<file path="src/rtl/noc_merge2_rr.sv">
// 2:1 round-robin merge with per-side FIFOs, a registered output stage and
// saturating per-side delivery counters, for the upward path of the routing tree.
module noc_merge2_rr #(
    parameter int WIDTH      = 9,
    parameter int FIFO_DEPTH = 2,
    parameter int CNT_W      = 16
) (
    input  logic             clk,
    input  logic             reset,
    input  logic             in0_valid,
    output logic             in0_ready,
    input  logic [WIDTH-1:0] in0_data,
    input  logic             in1_valid,
    output logic             in1_ready,
    input  logic [WIDTH-1:0] in1_data,
    output logic             out_valid,
    input  logic             out_ready,
    output logic [WIDTH-1:0] out_data,
    output logic             out_src,
    output logic [CNT_W-1:0] cnt0,
    output logic [CNT_W-1:0] cnt1
);

    localparam int               PTR_W   = $clog2(FIFO_DEPTH);
    localparam logic [PTR_W:0]   PTR_ONE = {{PTR_W{1'b0}}, 1'b1};
    localparam logic [PTR_W:0]   PTR_ZERO = {(PTR_W + 1){1'b0}};
    localparam logic [CNT_W-1:0] CNT_MAX = {CNT_W{1'b1}};
    localparam logic [CNT_W-1:0] CNT_ONE = {{(CNT_W - 1){1'b0}}, 1'b1};

    logic [WIDTH-1:0] mem_r [2][FIFO_DEPTH];
    logic [PTR_W:0]   wr_ptr_r [2];
    logic [PTR_W:0]   rd_ptr_r [2];
    logic [WIDTH-1:0] in_data_s [2];
    logic [1:0]       in_valid_s;
    logic [1:0]       full_s;
    logic [1:0]       empty_s;
    logic [1:0]       push_s;
    logic [1:0]       pop_s;
    logic             grant_s;
    logic             load_s;
    logic             xfer_s;
    logic [WIDTH-1:0] head_s;
    logic             last_grant_r;
    logic             out_valid_r;
    logic             out_src_r;
    logic [WIDTH-1:0] out_data_r;
    logic [CNT_W-1:0] cnt0_r;
    logic [CNT_W-1:0] cnt1_r;

    assign in_valid_s   = {in1_valid, in0_valid};
    assign in_data_s[0] = in0_data;
    assign in_data_s[1] = in1_data;

    // FIFO status; the extra pointer bit separates full from empty
    always_comb begin
        empty_s = 2'b00;
        full_s  = 2'b00;
        push_s  = 2'b00;
        for (int i = 0; i < 2; i++) begin
            empty_s[i] = (wr_ptr_r[i] == rd_ptr_r[i]);
            full_s[i]  = (wr_ptr_r[i][PTR_W] != rd_ptr_r[i][PTR_W]) &&
                         (wr_ptr_r[i][PTR_W-1:0] == rd_ptr_r[i][PTR_W-1:0]);
            push_s[i]  = in_valid_s[i] && !full_s[i];
        end
    end

    // Round-robin grant and output-stage load decision
    always_comb begin
        grant_s = 1'b0;
        if (!empty_s[0] && !empty_s[1]) begin
            grant_s = ~last_grant_r;
        end else if (!empty_s[1]) begin
            grant_s = 1'b1;
        end else begin
            grant_s = 1'b0;
        end
        load_s = (!out_valid_r || out_ready) && (empty_s != 2'b11);
        xfer_s = out_valid_r && out_ready;
        pop_s  = 2'b00;
        if (load_s) begin
            pop_s[grant_s] = 1'b1;
        end else begin
            pop_s = 2'b00;
        end
        head_s = mem_r[grant_s][rd_ptr_r[grant_s][PTR_W-1:0]];
    end

    // FIFO pointers
    always_ff @(posedge clk) begin
        if (reset) begin
            for (int i = 0; i < 2; i++) begin
                wr_ptr_r[i] <= PTR_ZERO;
                rd_ptr_r[i] <= PTR_ZERO;
            end
        end else begin
            for (int i = 0; i < 2; i++) begin
                if (push_s[i]) wr_ptr_r[i] <= wr_ptr_r[i] + PTR_ONE;
                if (pop_s[i])  rd_ptr_r[i] <= rd_ptr_r[i] + PTR_ONE;
            end
        end
    end

    // FIFO storage; contents are meaningless once the pointers reset
    always_ff @(posedge clk) begin
        for (int i = 0; i < 2; i++) begin
            if (push_s[i]) mem_r[i][wr_ptr_r[i][PTR_W-1:0]] <= in_data_s[i];
        end
    end

    // Output register and arbitration history
    always_ff @(posedge clk) begin
        if (reset) begin
            out_valid_r  <= 1'b0;
            out_data_r   <= {WIDTH{1'b0}};
            out_src_r    <= 1'b0;
            last_grant_r <= 1'b1;
        end else if (load_s) begin
            out_valid_r  <= 1'b1;
            out_data_r   <= head_s;
            out_src_r    <= grant_s;
            last_grant_r <= grant_s;
        end else if (xfer_s) begin
            out_valid_r  <= 1'b0;
        end
    end

    // Saturating per-side delivery counters
    always_ff @(posedge clk) begin
        if (reset) begin
            cnt0_r <= {CNT_W{1'b0}};
            cnt1_r <= {CNT_W{1'b0}};
        end else begin
            if (xfer_s && !out_src_r && (cnt0_r != CNT_MAX)) cnt0_r <= cnt0_r + CNT_ONE;
            if (xfer_s && out_src_r && (cnt1_r != CNT_MAX))  cnt1_r <= cnt1_r + CNT_ONE;
        end
    end

    assign in0_ready = ~full_s[0];
    assign in1_ready = ~full_s[1];
    assign out_valid = out_valid_r;
    assign out_data  = out_data_r;
    assign out_src   = out_src_r;
    assign cnt0      = cnt0_r;
    assign cnt1      = cnt1_r;

endmodule
</file>
<file path="config.mk">
export PLATFORM = sky130hd
export DESIGN_NAME = noc_merge2_rr
export DESIGN_NICKNAME = d
export VERILOG_FILES = /design/src/rtl/noc_merge2_rr.sv
export SDC_FILE = /design/constraint.sdc
export NUM_CORES = 1
export LEC_CHECK = 0
export CORE_MARGIN = 2
export CORE_UTILIZATION = 50
export CTS_CLUSTER_SIZE = 14
export DETAILED_ROUTE_END_ITERATION = 7
export PLACE_DENSITY = 0.83
export SYNTH_ARGS = -nofsm -noshare
export SYNTH_HDL_FRONTEND = slang
export SYNTH_SLANG_ARGS = --single-unit
</file>
<file path="constraint.sdc">
create_clock -name clk -period 4.5 [get_ports clk]
set_input_delay 1.125 -clock clk [delete_from_list [all_inputs] [get_ports clk]]
set_output_delay 1.125 -clock clk [all_outputs]
set_load 0.01 [all_outputs]
</file>
==> results.tsv, run 1 <==
metric	value	unit
GPL Wtd Cong	0.869	
Layout area overhead	25.8	%
WHS	0.499	ns
Fin. Hold Viols	0	
ys async rst share	0	%
die area	0.00855	mm^2
via count	3155	
Post-Syn Nets	371	
port buffer count	67	
first-pass GRT wire length	13900	um
crit path kind	register to primary output	
Yosys top cell by area	edfxtp_1	
fin cells	522	
Top FF cell, synth	edfxtp_1	
Setup Viol. Count Final	0	
startpoint types	register	
WL final	8570	um
FF-to-FF Start	rd_ptr_r[1][0]	
Yosys cell types	55	
dpl hpwl	5880	um
placed insts	506	
nets@finish	440	
Post-CTS Hold Buffers	0	
DRC	0	
Clock Pin Slew Worst Setup and Hold Paths	0.08	ns
clk buf depth	2	
Worst Hold Launch	out_data[1]	
CTS Buf Count	9	
gr usage total	20.4	%
initial antenna violation count	0	
DRT iter0 DRCs	168	
# IOs	68	
EDFF count, synth	44	
post-layout util	64.3	%
Crit path required time	3.38	ns
total of max-cap violations	0	
Die Height	92.5	um
Final Slew Violations	0	
Clock Skew	0.0102	ns
Post-CTS Resized	0	
CP endpoint kind	primary output	
Crit. Startpoint	rd_ptr_r[0][0]	
Placed Area	0.00468	mm^2
Core Region	0.00765	mm^2
DRT Pass-1 Iters	7	
Syn Inst Count	346	
Syn Area/Cell	11.3	um^2
HP Class	register to register	
Routed wire per std cell	16.4	um
Synth area leaders	edfxtp_1, dfxtp_1, mux2i_1	
Slew headroom	41.7	%
CTS tree	yes	
register area share after synthesis	56.3	%
vias in the first global route	2981	
htree depth	3	
Power per Cell Area	509	mW/mm^2
clk root buf	clkbuf_8	
Max Fclk	294	MHz
post-DR vias/cell	6.04	
clk sinks	88	
Cell Area, Synth	0.00391	mm^2
Post-CTS Setup Inserts	0	
yosys warns	0	
Yosys reg bits	88	
clk_lat worst skew	0.35	ns
status	finished, final reports clean	
gr ovfl total	0	
worst vdd rail ir drop	0.317	mV
Leak Pwr	1.68	nW
setup TNS	0	ns
site row count	32	
initial core utilization	51.2	%
die width	92.5	um
unrepaired setup endpoints after global routing	false	
period utilisation layout	75.6	%
largest net degree at the start of global routing	23	
share of cells above drive strength 1	7.86	%
cell area after layout	0.00492	mm^2
post-synth top area share	33.8	%
Worst Path Arrival	2.28	ns
most instantiated cells after synthesis	dfxtp_1, edfxtp_1, nor2_1	
minimum clock period	3.40	ns
crit path max fanout	12	
Least-Margin Pin Slew	0.865	ns
DRT antenna net count	0	
diode count	0	
-- flip-flops by register name (all words and copies together), names as in the netlist --
register / flops
rd_ptr_r: 4
out_src: 1
out_valid: 1
cnt1: 16
cnt0: 16
last_grant_r: 1
out_data: 9
mem_r: 36
wr_ptr_r: 4
-- path summary, 6_finish.rpt --
kind | end | slack, ns | cells after the start
setup reg to reg | mem_r[1][13] | 2.13 | 3
hold / removal | out_data[1] | 0.50 | 2
setup / recovery | in0_ready | 1.10 | 3
hold reg to reg | out_data[1] | 0.50 | 2
-- area by class of cell --
type	instances	area [um^2]
fillers	608	2730
flip-flops and latches	88	2200
multi-input cells	243	1650
well taps	102	128
clock inverters	6	116
inverters	4	15.0
clock buffers	10	128
repair buffers	69	686
-- critical path, cell delays in order, from the launching register on --
cell and delay (ns):
edfxtp_1 0.78, xor2_1 0.39, nand2b_1 0.21, clkdlybuf4s50_1 0.55
-- metal layers --
layer	GRT usage (%)	share of wire, %	wire length [um]	vias to the layer above
met5	0	0	0	-
met4	5.60	1.9	167	0
met3	5.21	6.6	565	16
met2	35.4	50	4290	145
met1	25.3	41	3540	1503
li1	-	-	-	1491
-- stage by stage --
stage / worst slack, ns / total power [mW]
after global placement: 1.23 / 1.83
final: 1.10 / 2.50
after floorplan: 2.30 / 1.60
after detailed placement: 1.13 / 1.86
after global routing: 0.950 / 2.63
after CTS: 1.07 / 2.51
-- cells by family after synthesis --
kind of cell,count (synthesis),synth area share (%)
adder cells (fa/ha/maj),2,0.639
AO/OA/AOI/OAI,68,11.9
XOR/XNOR,10,2.24
flip-flops,88,56.3
AND/OR/NAND/NOR,140,21.3
multiplexers,23,6.01
buffers and inverters,15,1.63
-- placed cells by master, fill, tap and decap left out, types with 2 or more instances in the layout --
master	synthesis	layout
mux2_1	4	4
a21oi_1	18	18
o31ai_1	5	5
nand2b_1	3	3
ha_1	2	2
xor2_1	4	4
a311oi_1	4	4
and3_1	5	5
nor3_1	13	13
nor4_1	8	8
mux2i_1	19	19
a211oi_1	2	2
xnor2_1	6	6
nand4_2	5	5
o21ai_1	6	6
nand3_1	19	19
and3b_1	2	2
dfxtp_1	44	44
edfxtp_1	44	44
or4_1	6	6
nand2_1	16	16
nand4_1	6	6
nor2b_1	5	5
a31oi_1	4	4
and3_2	2	2
clkdlybuf4s50_1	0	67
or3_1	6	6
or2_2	2	2
bufinv_16	0	3
clkinv_4	0	2
o311ai_1	2	2
and4_1	5	5
o21ai_0	8	8
o221ai_1	9	9
inv_1	3	3
nor4_2	2	2
nor2_1	27	27
buf_4	2	2
clkbuf_8	0	9
o211ai_1	2	2
-- where the power goes --
group	internal, mW	switching [mW]
clock network	0.373	0.276
registers	1.04	0.139
logic	0.304	0.374
total	1.71	0.789
No activity file was read; power rests on OpenSTA's default activity.
==> inputs of run 2 (changes only) <==
==> constraint.sdc (replaced) <==
create_clock -name clk -period 3.15 [get_ports clk]
set_input_delay 0.7875 -clock clk [delete_from_list [all_inputs] [get_ports clk]]
set_output_delay 0.7875 -clock clk [all_outputs]
set_load 0.01 [all_outputs]
==> run 2 against run 1 <==
Hold slack improved by 0.0057 ns. Clock-buffer cell count fell by 1. Sequential power grew 37%. Sequential share of layout area hardly changed. Combinational power grew 54%. Die area is the same. Cell count rose by 1.1%. Critical endpoint unchanged. Worst setup slack got worse by 0.71 ns. Sequential cell count unchanged. Wire length shrank 3.6%. Via count fell by 3.5%.
==> results.tsv, run 2 (synthesis results as in run 1) <==
metric	value	unit
crit path kind	register to primary output	
GPL Wtd Cong	0.829	
most common cell after layout, fill and taps aside	clkdlybuf4s50_1	
clk root buf	clkbuf_8	
Slew headroom	44.3	%
setup TNS	0	ns
crit path max fanout	6	
number of flip-flops in the largest register	36	
commonest non-fill, non-tap cells in the layout	clkdlybuf4s50_1, dfxtp_1, edfxtp_1	
Post-CTS Resized	0	
Final Slew Violations	0	
Clock Skew	0.00971	ns
diode count	0	
Routed wire per std cell	15.6	um
vias in the first global route	2933	
Max Fclk	363	MHz
post-DR vias/cell	5.77	
register area	0.00220	mm^2
Fin. Hold Viols	0	
DRT Pass-1 Iters	4	
initial antenna violation count	0	
CP endpoint kind	primary output	
Core Region	0.00765	mm^2
WL final	8260	um
fill cell count	599	
Layout area overhead	25.9	%
htree depth	3	
unrepaired setup endpoints after global routing	false	
Setup Viol. Count Final	0	
dpl hpwl	5920	um
Overall Power	3.45	mW
first-pass GRT wire length	13600	um
CP top delay family	buffers and inverters	
clk sinks	88	
NetSw	1.14	mW
sw frac	32.9	%
Clock Pin Slew Worst Setup and Hold Paths	0.09	ns
status	finished, final reports clean	
worst vdd rail ir drop	0.469	mV
port buffer count	67	
Post-CTS Hold Buffers	0	
gr usage total	20.0	%
Post-CTS Setup Inserts	0	
Worst Path Buf+Inv	1	
Leak Pwr	1.69	nW
# IOs	68	
crit-path cells	xor2_1 -> nand2b_1 -> clkdlybuf4s50_1	
CTS tree	yes	
die area	0.00855	mm^2
Die Height	92.5	um
site row count	32	
total of max-cap violations	0	
largest net degree at the start of global routing	28	
Power per Cell Area	701	mW/mm^2
clk buf depth	2	
minimum clock period	2.76	ns
die width	92.5	um
gr ovfl total	0	
Crit path required time	2.36	ns
DRC	0	
WHS	0.504	ns
area occupied by multi-input gates	0.00165	mm^2
DRT iter0 DRCs	100	
Critical Path Slowest Stage Cell	clkdlybuf4s50_1	
placed insts	512	
sequential share of power	47.0	%
period utilisation layout	87.5	%
fin cells	528	
FF-to-FF setup slack	1.18	ns
share of cells above drive strength 1	9.39	%
clk_lat worst skew	0.36	ns
Clock Power Share	22.8	%
combinational share of power	30.1	%
initial core utilization	51.2	%
Least-Margin Pin Slew	0.826	ns
CTS Buf Count	9	
startpoint types	register	
Crit path largest cell delay	0.56	ns
Int Power	2.32	mW
via count	3046	
nets@finish	446	
Worst Path Arrival	1.97	ns
HP Class	register to register	
DRT antenna net count	0	
[run 2: layout make-up]
| class | count | area share (%) |
|---|---|---|
| clock buffers | 9 | 2.51 |
| multi-input cells | 243 | 33.4 |
| flip-flops and latches | 88 | 44.7 |
| well taps | 102 | 2.59 |
| clock inverters | 7 | 1.63 |
| repair buffers | 75 | 14.8 |
| inverters | 4 | 0.305 |
[run 2: power by group through the flow]
stage	Clock, mW	Combinational, mW	Sequential (mW)
final	0.789	1.04	1.62
after global routing	0.852	1.14	1.65
after CTS	0.802	1.05	1.62
after detailed placement	0	1.05	1.65
after global placement	0	1.01	1.64
after floorplan	0	0.644	1.64
[run 2: worst reg2reg max path, stage by stage, from the launching register on]
cell and delay (ns):
dfxtp_1 0.45, ha_1 0.27, nand4_1 0.22, nor4_2 0.44, nor2b_1 0.16, mux2_1 0.34
[run 2: path summary, 6_finish.rpt]
| path | end | start | depth (start not counted) |
|---|---|---|---|
| max reg2reg | cnt0[0] | cnt0[0] | 5 |
| min | out_data[1] | out_data[1] | 2 |
| max | in0_ready | wr_ptr_r[0][0] | 3 |
| min reg2reg | out_data[1] | out_data[1] | 2 |
[run 2: through the flow]
| step | worst slack, ns | util, % | instance area (um^2) |
|---|---|---|---|
| CTS | 0.384 | 64.4 | 4930 |
| finish | 0.394 | 64.4 | 4930 |
| detailed placement | 0.537 | 61.7 | 4720 |
| global placement | 0.619 | 61.7 | 4720 |
| floorplan | 1.29 | - | 3910 |
| global route | 0.321 | 64.4 | 4930 |
[run 2: metal layers]
metal / track usage [%] / up-vias / routed length [um]
li1: - / 1509 / -
met1: 26.1 / 1423 / 3590
met2: 33.4 / 99 / 4050
met3: 3.42 / 15 / 450
met4: 7.34 / 0 / 170
met5: 0 / - / 0
==> inputs of run 3 (changes only) <==
--- a/config.mk
+++ b/config.mk
@@ -9,6 +9,7 @@
 export CORE_UTILIZATION = 50
 export CTS_CLUSTER_SIZE = 14
 export DETAILED_ROUTE_END_ITERATION = 7
+export GPL_TIMING_DRIVEN = 0
 export PLACE_DENSITY = 0.83
 export SYNTH_ARGS = -nofsm -noshare
 export SYNTH_HDL_FRONTEND = slang
==> run 3 against run 2 <==
Die area stayed put. Via count is 4.4% higher. Clock-buffer cell count stayed put. Clock skew is 0.0034 ns lower. Critical path depth stayed put. Sequential share of layout area is 0.25 points lower. Core utilization is 0.36 points higher. Largest power group unchanged.
==> results.tsv, run 3 (synthesis results as in run 1) <==
metric	value	unit
status	finished, final reports clean	
HP Class	register to register	
WL final	8600	um
Clock Pin Slew Worst Setup and Hold Paths	0.09	ns
GPL Wtd Cong	0.872	
Final Slew Violations	0	
DRT iter0 DRCs	175	
crit path max fanout	6	
Clock Skew	0.00633	ns
clk_lat worst skew	0.35	ns
Post-CTS Hold Buffers	0	
CTS Buf Count	9	
site row count	32	
share of cells above drive strength 1	7.93	%
Crit. Startpoint	rd_ptr_r[0][0]	
DRT antenna net count	0	
first-pass GRT wire length	13800	um
Leak Pwr	1.69	nW
clk buf depth	2	
register area	0.00220	mm^2
gr usage total	20.5	%
area occupied by multi-input gates	0.00165	mm^2
Fin. Hold Viols	0	
initial core utilization	51.2	%
Layout area overhead	26.6	%
Post-CTS Setup Inserts	0	
crit path to	in0_ready	
Crit path largest cell delay	0.56	ns
CP endpoint kind	primary output	
post-layout util	64.8	%
dpl hpwl	6070	um
clk root buf	clkbuf_8	
unrepaired setup endpoints after global routing	false	
number of flip-flops in the largest register	36	
port buffer count	67	
minimum clock period	2.76	ns
worst vdd rail ir drop	0.452	mV
Slew headroom	37.0	%
reg2reg path depth	3	
Core Region	0.00765	mm^2
diode count	0	
Routed wire per std cell	16.2	um
crit path kind	register to primary output	
largest net degree at the start of global routing	16	
CTS tree	yes	
htree depth	3	
gr ovfl total	0	
most common cell after layout, fill and taps aside	clkdlybuf4s50_1	
# IOs	68	
DRC	0	
via count	3180	
Least-Margin Pin Slew	0.935	ns
CP top delay family	buffers and inverters	
Worst Path Arrival	1.97	ns
setup TNS	0	ns
CP Depth	3	
total of max-cap violations	0	
Worst Path Buf+Inv	1	
period utilisation layout	87.6	%
FF-to-FF Start	rd_ptr_r[0][0]	
nets@finish	449	
Die Height	92.5	um
commonest non-fill, non-tap cells in the layout	clkdlybuf4s50_1, dfxtp_1, edfxtp_1	
Power per Cell Area	722	mW/mm^2
Crit path required time	2.36	ns
DRT Pass-1 Iters	5	
clk sinks	88	
Setup Viol. Count Final	0	
fill cell count	596	
die width	92.5	um
vias in the first global route	2962	
Max Fclk	362	MHz
crit-path cells	xor2_1 -> nand2b_1 -> clkdlybuf4s50_1	
startpoint types	register	
initial antenna violation count	0	
FF-to-FF setup slack	1.10	ns
Critical Path Slowest Stage Cell	clkdlybuf4s50_1	
post-DR vias/cell	5.99	
Post-CTS Resized	0	
RR Endpoint	mem_r[0][14]	
die area	0.00855	mm^2
## run 3: changes by cell type in the layout (fill, tap and decap cells not counted), sizes merged
cell / previous run / this run
clkinv: 3 / 2
inv: 5 / 4
bufinv: 1 / 3
clkbuf: 9 / 16
buf: 8 / 4
## run 3: report_power, final
part	internal, mW	leakage (nW)	total, mW	switching (mW)
clock network	0.528	0.116	0.929	0.401
logic	0.440	0.793	1.01	0.573
registers	1.48	0.778	1.63	0.149
total	2.45	1.69	3.57	1.12
## run 3: layer usage
metal | global-route usage, % | up-vias | wire [um]
met5 | 0 | - | 0
met4 | 11.3 | 0 | 262
met3 | 3.42 | 24 | 527
met2 | 33.5 | 133 | 4140
met1 | 25.9 | 1502 | 3670
li1 | - | 1521 | -
## run 3: layout make-up
type	instances	share of cell area, %
Multi-Input combinational cell	243	33.2
Clock inverter	7	2.40
Inverter	4	0.303
Clock buffer	9	2.50
Tap cell	102	2.58
Timing Repair Buffer	67	13.5
Buffer	11	0.985
Sequential cell	88	44.5
## run 3: per-stage QoR
| stage | worst slack [ns] | instances | power (mW) | hold slack [ns] | area [um^2] |
|---|---|---|---|---|---|
| 2_1_floorplan | 1.29 | 346 | 2.28 | 0.517 | 3910 |
| 3_3_place_gp | 0.323 | 515 | 2.63 | 0.481 | 4710 |
| 3_5_place_dp | 0.295 | 515 | 2.67 | 0.484 | 4710 |
| 4_1_cts | 0.393 | 531 | 3.60 | 0.522 | 4950 |
| 5_1_grt | 0.302 | 531 | 3.75 | 0.551 | 4950 |
| 6_report | 0.389 | 531 | 3.57 | 0.523 | 4950 |
## run 3: worst min-delay path by stage
stage	from	endpoint	slack, ns	cells past startpoint
2_1_floorplan	last_grant_r	last_grant_r	0.52	2
3_3_place_gp	out_data[1]	out_data[1]	0.48	2
3_5_place_dp	out_data[3]	out_data[3]	0.48	2
4_1_cts	out_data[3]	out_data[3]	0.52	2
5_1_grt	out_data[6]	out_data[6]	0.55	2
6_report	out_data[1]	out_data[1]	0.52	2
## run 3: worst reg2reg max path: stages, from the launching register on
cell and delay [ns]:
edfxtp_1 0.46, xor2_1 0.38, o21ai_1 0.17, nor2_1 0.67
==> RTL edit: new RTL, flow settings as in run 1 <==
`CNT_W`: 16 -> 32.
--- a/src/rtl/noc_merge2_rr.sv
+++ b/src/rtl/noc_merge2_rr.sv
@@ -3,7 +3,7 @@
 module noc_merge2_rr #(
     parameter int WIDTH      = 9,
     parameter int FIFO_DEPTH = 2,
-    parameter int CNT_W      = 16
+    parameter int CNT_W      = 32
 ) (
     input  logic             clk,
     input  logic             reset,
Ports: changed (resized cnt0 and cnt1); port bits go from 68 to 100. No check against the original RTL was run, so the function may have changed too.
==> RTL edit against run 1 <==
  * Register-to-register slack worse by 530 ps
  * Area after synthesis up 39%
  * Worst setup slack worse by 78 ps
  * Routed wire length up 48%
  * Final area up 44%
  * Power up 39%
  * Sequential share of layout area down 4.7 points
  * Largest cell class unchanged
  * Sequential cell count up 32
  * Highest routed layer unchanged
  * Critical endpoint is now in1_ready
==> RTL edit: results (changes against run 1) <==
- Area contributors post-synth: dfxtp_1, edfxtp_1, xnor2_1 (was edfxtp_1, dfxtp_1, mux2i_1).
- The net count after synthesis is 561 (was 371).
- The clock slew seen by the registers of the worst setup and hold paths is 60 ps (was 80 ps).
- The post-detailed-route wirelength per cell was 16.0 µm (was 16.4 µm).
- The first-iteration detailed-routing DRC count was 270 (was 168).
- The post-detailed-placement half-perimeter wirelength is 8.76 mm (was 5.88 mm).
- The hold slack is 487 ps (was 499 ps).
- The portion of the post-synthesis area used by sequential elements was 52.4% (was 56.3%).
- The maximum ir drop on the vdd rail is 0.438 mV (was 0.317 mV).
- The total track usage is 22.5% (was 20.4%).
- The number of distinct standard cells referenced by the synthesized netlist came to 43 (was 55).
- The startpoint of the lowest-slack hold path is last_grant_r$_SDFFE_PP1P_ (was out_data[1]$_SDFFE_PP0P_).
- The global-route wire length before repair is 20.7 mm (was 13.9 mm).
- The maximum number of pins on one net before global-route repair is 51 (was 23).
- The CTS buffer count is 17 (was 9).
- The end of the worst register-to-register path is cnt1[30]$_SDFFE_PP0P_ (was mem_r[1][13]$_DFFE_PP_).
- The final net count was 662 (was 440).
- Result of the run: finished clean (unchanged).
- The minimum setup slack among reg-to-reg paths is 1600 ps (was 2130 ps).
- The startpoint of the worst-slack reg-to-reg timing path is cnt1[0]$_SDFFE_PP0P_ (was rd_ptr_r[1][0]$_SDFFCE_PN0P_).
- The first-pass iteration count of the detailed router came to 4 (was 7).
- The proportion of layout cells with a drive suffix above 1 is 8.15% (was 7.86%).
- The end of the worst hold path is last_grant_r$_SDFFE_PP1P_ (was out_data[1]$_SDFFE_PP0P_).
- Top post-synthesis cells by count: dfxtp_1, nor2_1, edfxtp_1, a21oi_1, o21ai_0 (was dfxtp_1, edfxtp_1, nor2_1, mux2i_1, nand3_1).
- The final clock skew was 13.0 ps (was 10.2 ps).
- The met2 demand-to-capacity share in global routing is 38.1% (was 35.4%).
- The met1 usage in global routing is 27.2% (was 25.3%).
- The primary flip-flop cell chosen by synthesis mapping is dfxtp_1 (was edfxtp_1).
- The transition time at the pin with the least slew margin is 1050 ps (was 865 ps).
- The clock latency of the later-clocked register in the worst-skew pair is 520 ps (was 350 ps).
## RTL edit: kinds of logic after synthesis
| family | synth area share, % |
|---|---|
| simple gates | 22.2 |
| flops | 52.4 |
| compound gates | 11.6 |
| xor+xnor | 5.49 |
| mux | 5.79 |
| buf+inv | 2.08 |
| fa+ha+maj | 0.461 |
## RTL edit: worst max-delay path by stage
stage	from	endpoint	slack, ps	depth (start not counted)
6_report	rd_ptr_r[1][0]$_SDFFCE_PN0P_	in1_ready	1020	3
3_3_place_gp	out_ready	cnt0[30]$_SDFFE_PP0P_	1020	6
5_1_grt	rd_ptr_r[1][0]$_SDFFCE_PN0P_	in1_ready	920	3
2_1_floorplan	out_ready	cnt0[30]$_SDFFE_PP0P_	1630	5
3_5_place_dp	out_ready	cnt0[30]$_SDFFE_PP0P_	980	6
4_1_cts	rd_ptr_r[1][0]$_SDFFCE_PN0P_	in1_ready	1000	3
## RTL edit: layout make-up
cell class	instances	area [µm²]
fill	809	3600
clock buffer	17	414
clock inverter	15	151
timing repair buffer	103	1020
multi-input combinational	387	2470
tap	140	175
sequential	120	2840
inverter	8	30.0
## RTL edit: power by group
group / total [mW] / switching [mW] / internal, mW
clock: 1.28 / 0.497 / 0.787
sequential: 1.45 / 0.127 / 1.32
combinational: 0.752 / 0.389 / 0.363
## RTL edit: critical path: cells and delay by family (launching register included)
kind                      cells  cell delay [ps]
and+or+nand+nor               1              230
DFF                           1              770
xor gates and xnor gates      1              270
buffers and inverters         1              570
## RTL edit: metrics by stage
step	instances	area (µm²)	worst slack, ps	utilization [%]	power, mW
after global placement	758	6540	1020	61.1	2.18
after floorplan	536	5430	1630	-	1.94
after global routing	790	7100	918	66.4	3.65
final	790	7100	1020	66.4	3.49
after CTS	790	7100	1000	66.4	3.51
after detailed placement	758	6540	976	61.1	2.22
## RTL edit: metal layers
metal | vias up | wire length, µm
li1 | 2220 | -
met1 | 2197 | 5500
met2 | 176 | 6180
met3 | 22 | 758
met4 | 0 | 221
met5 | - | 0
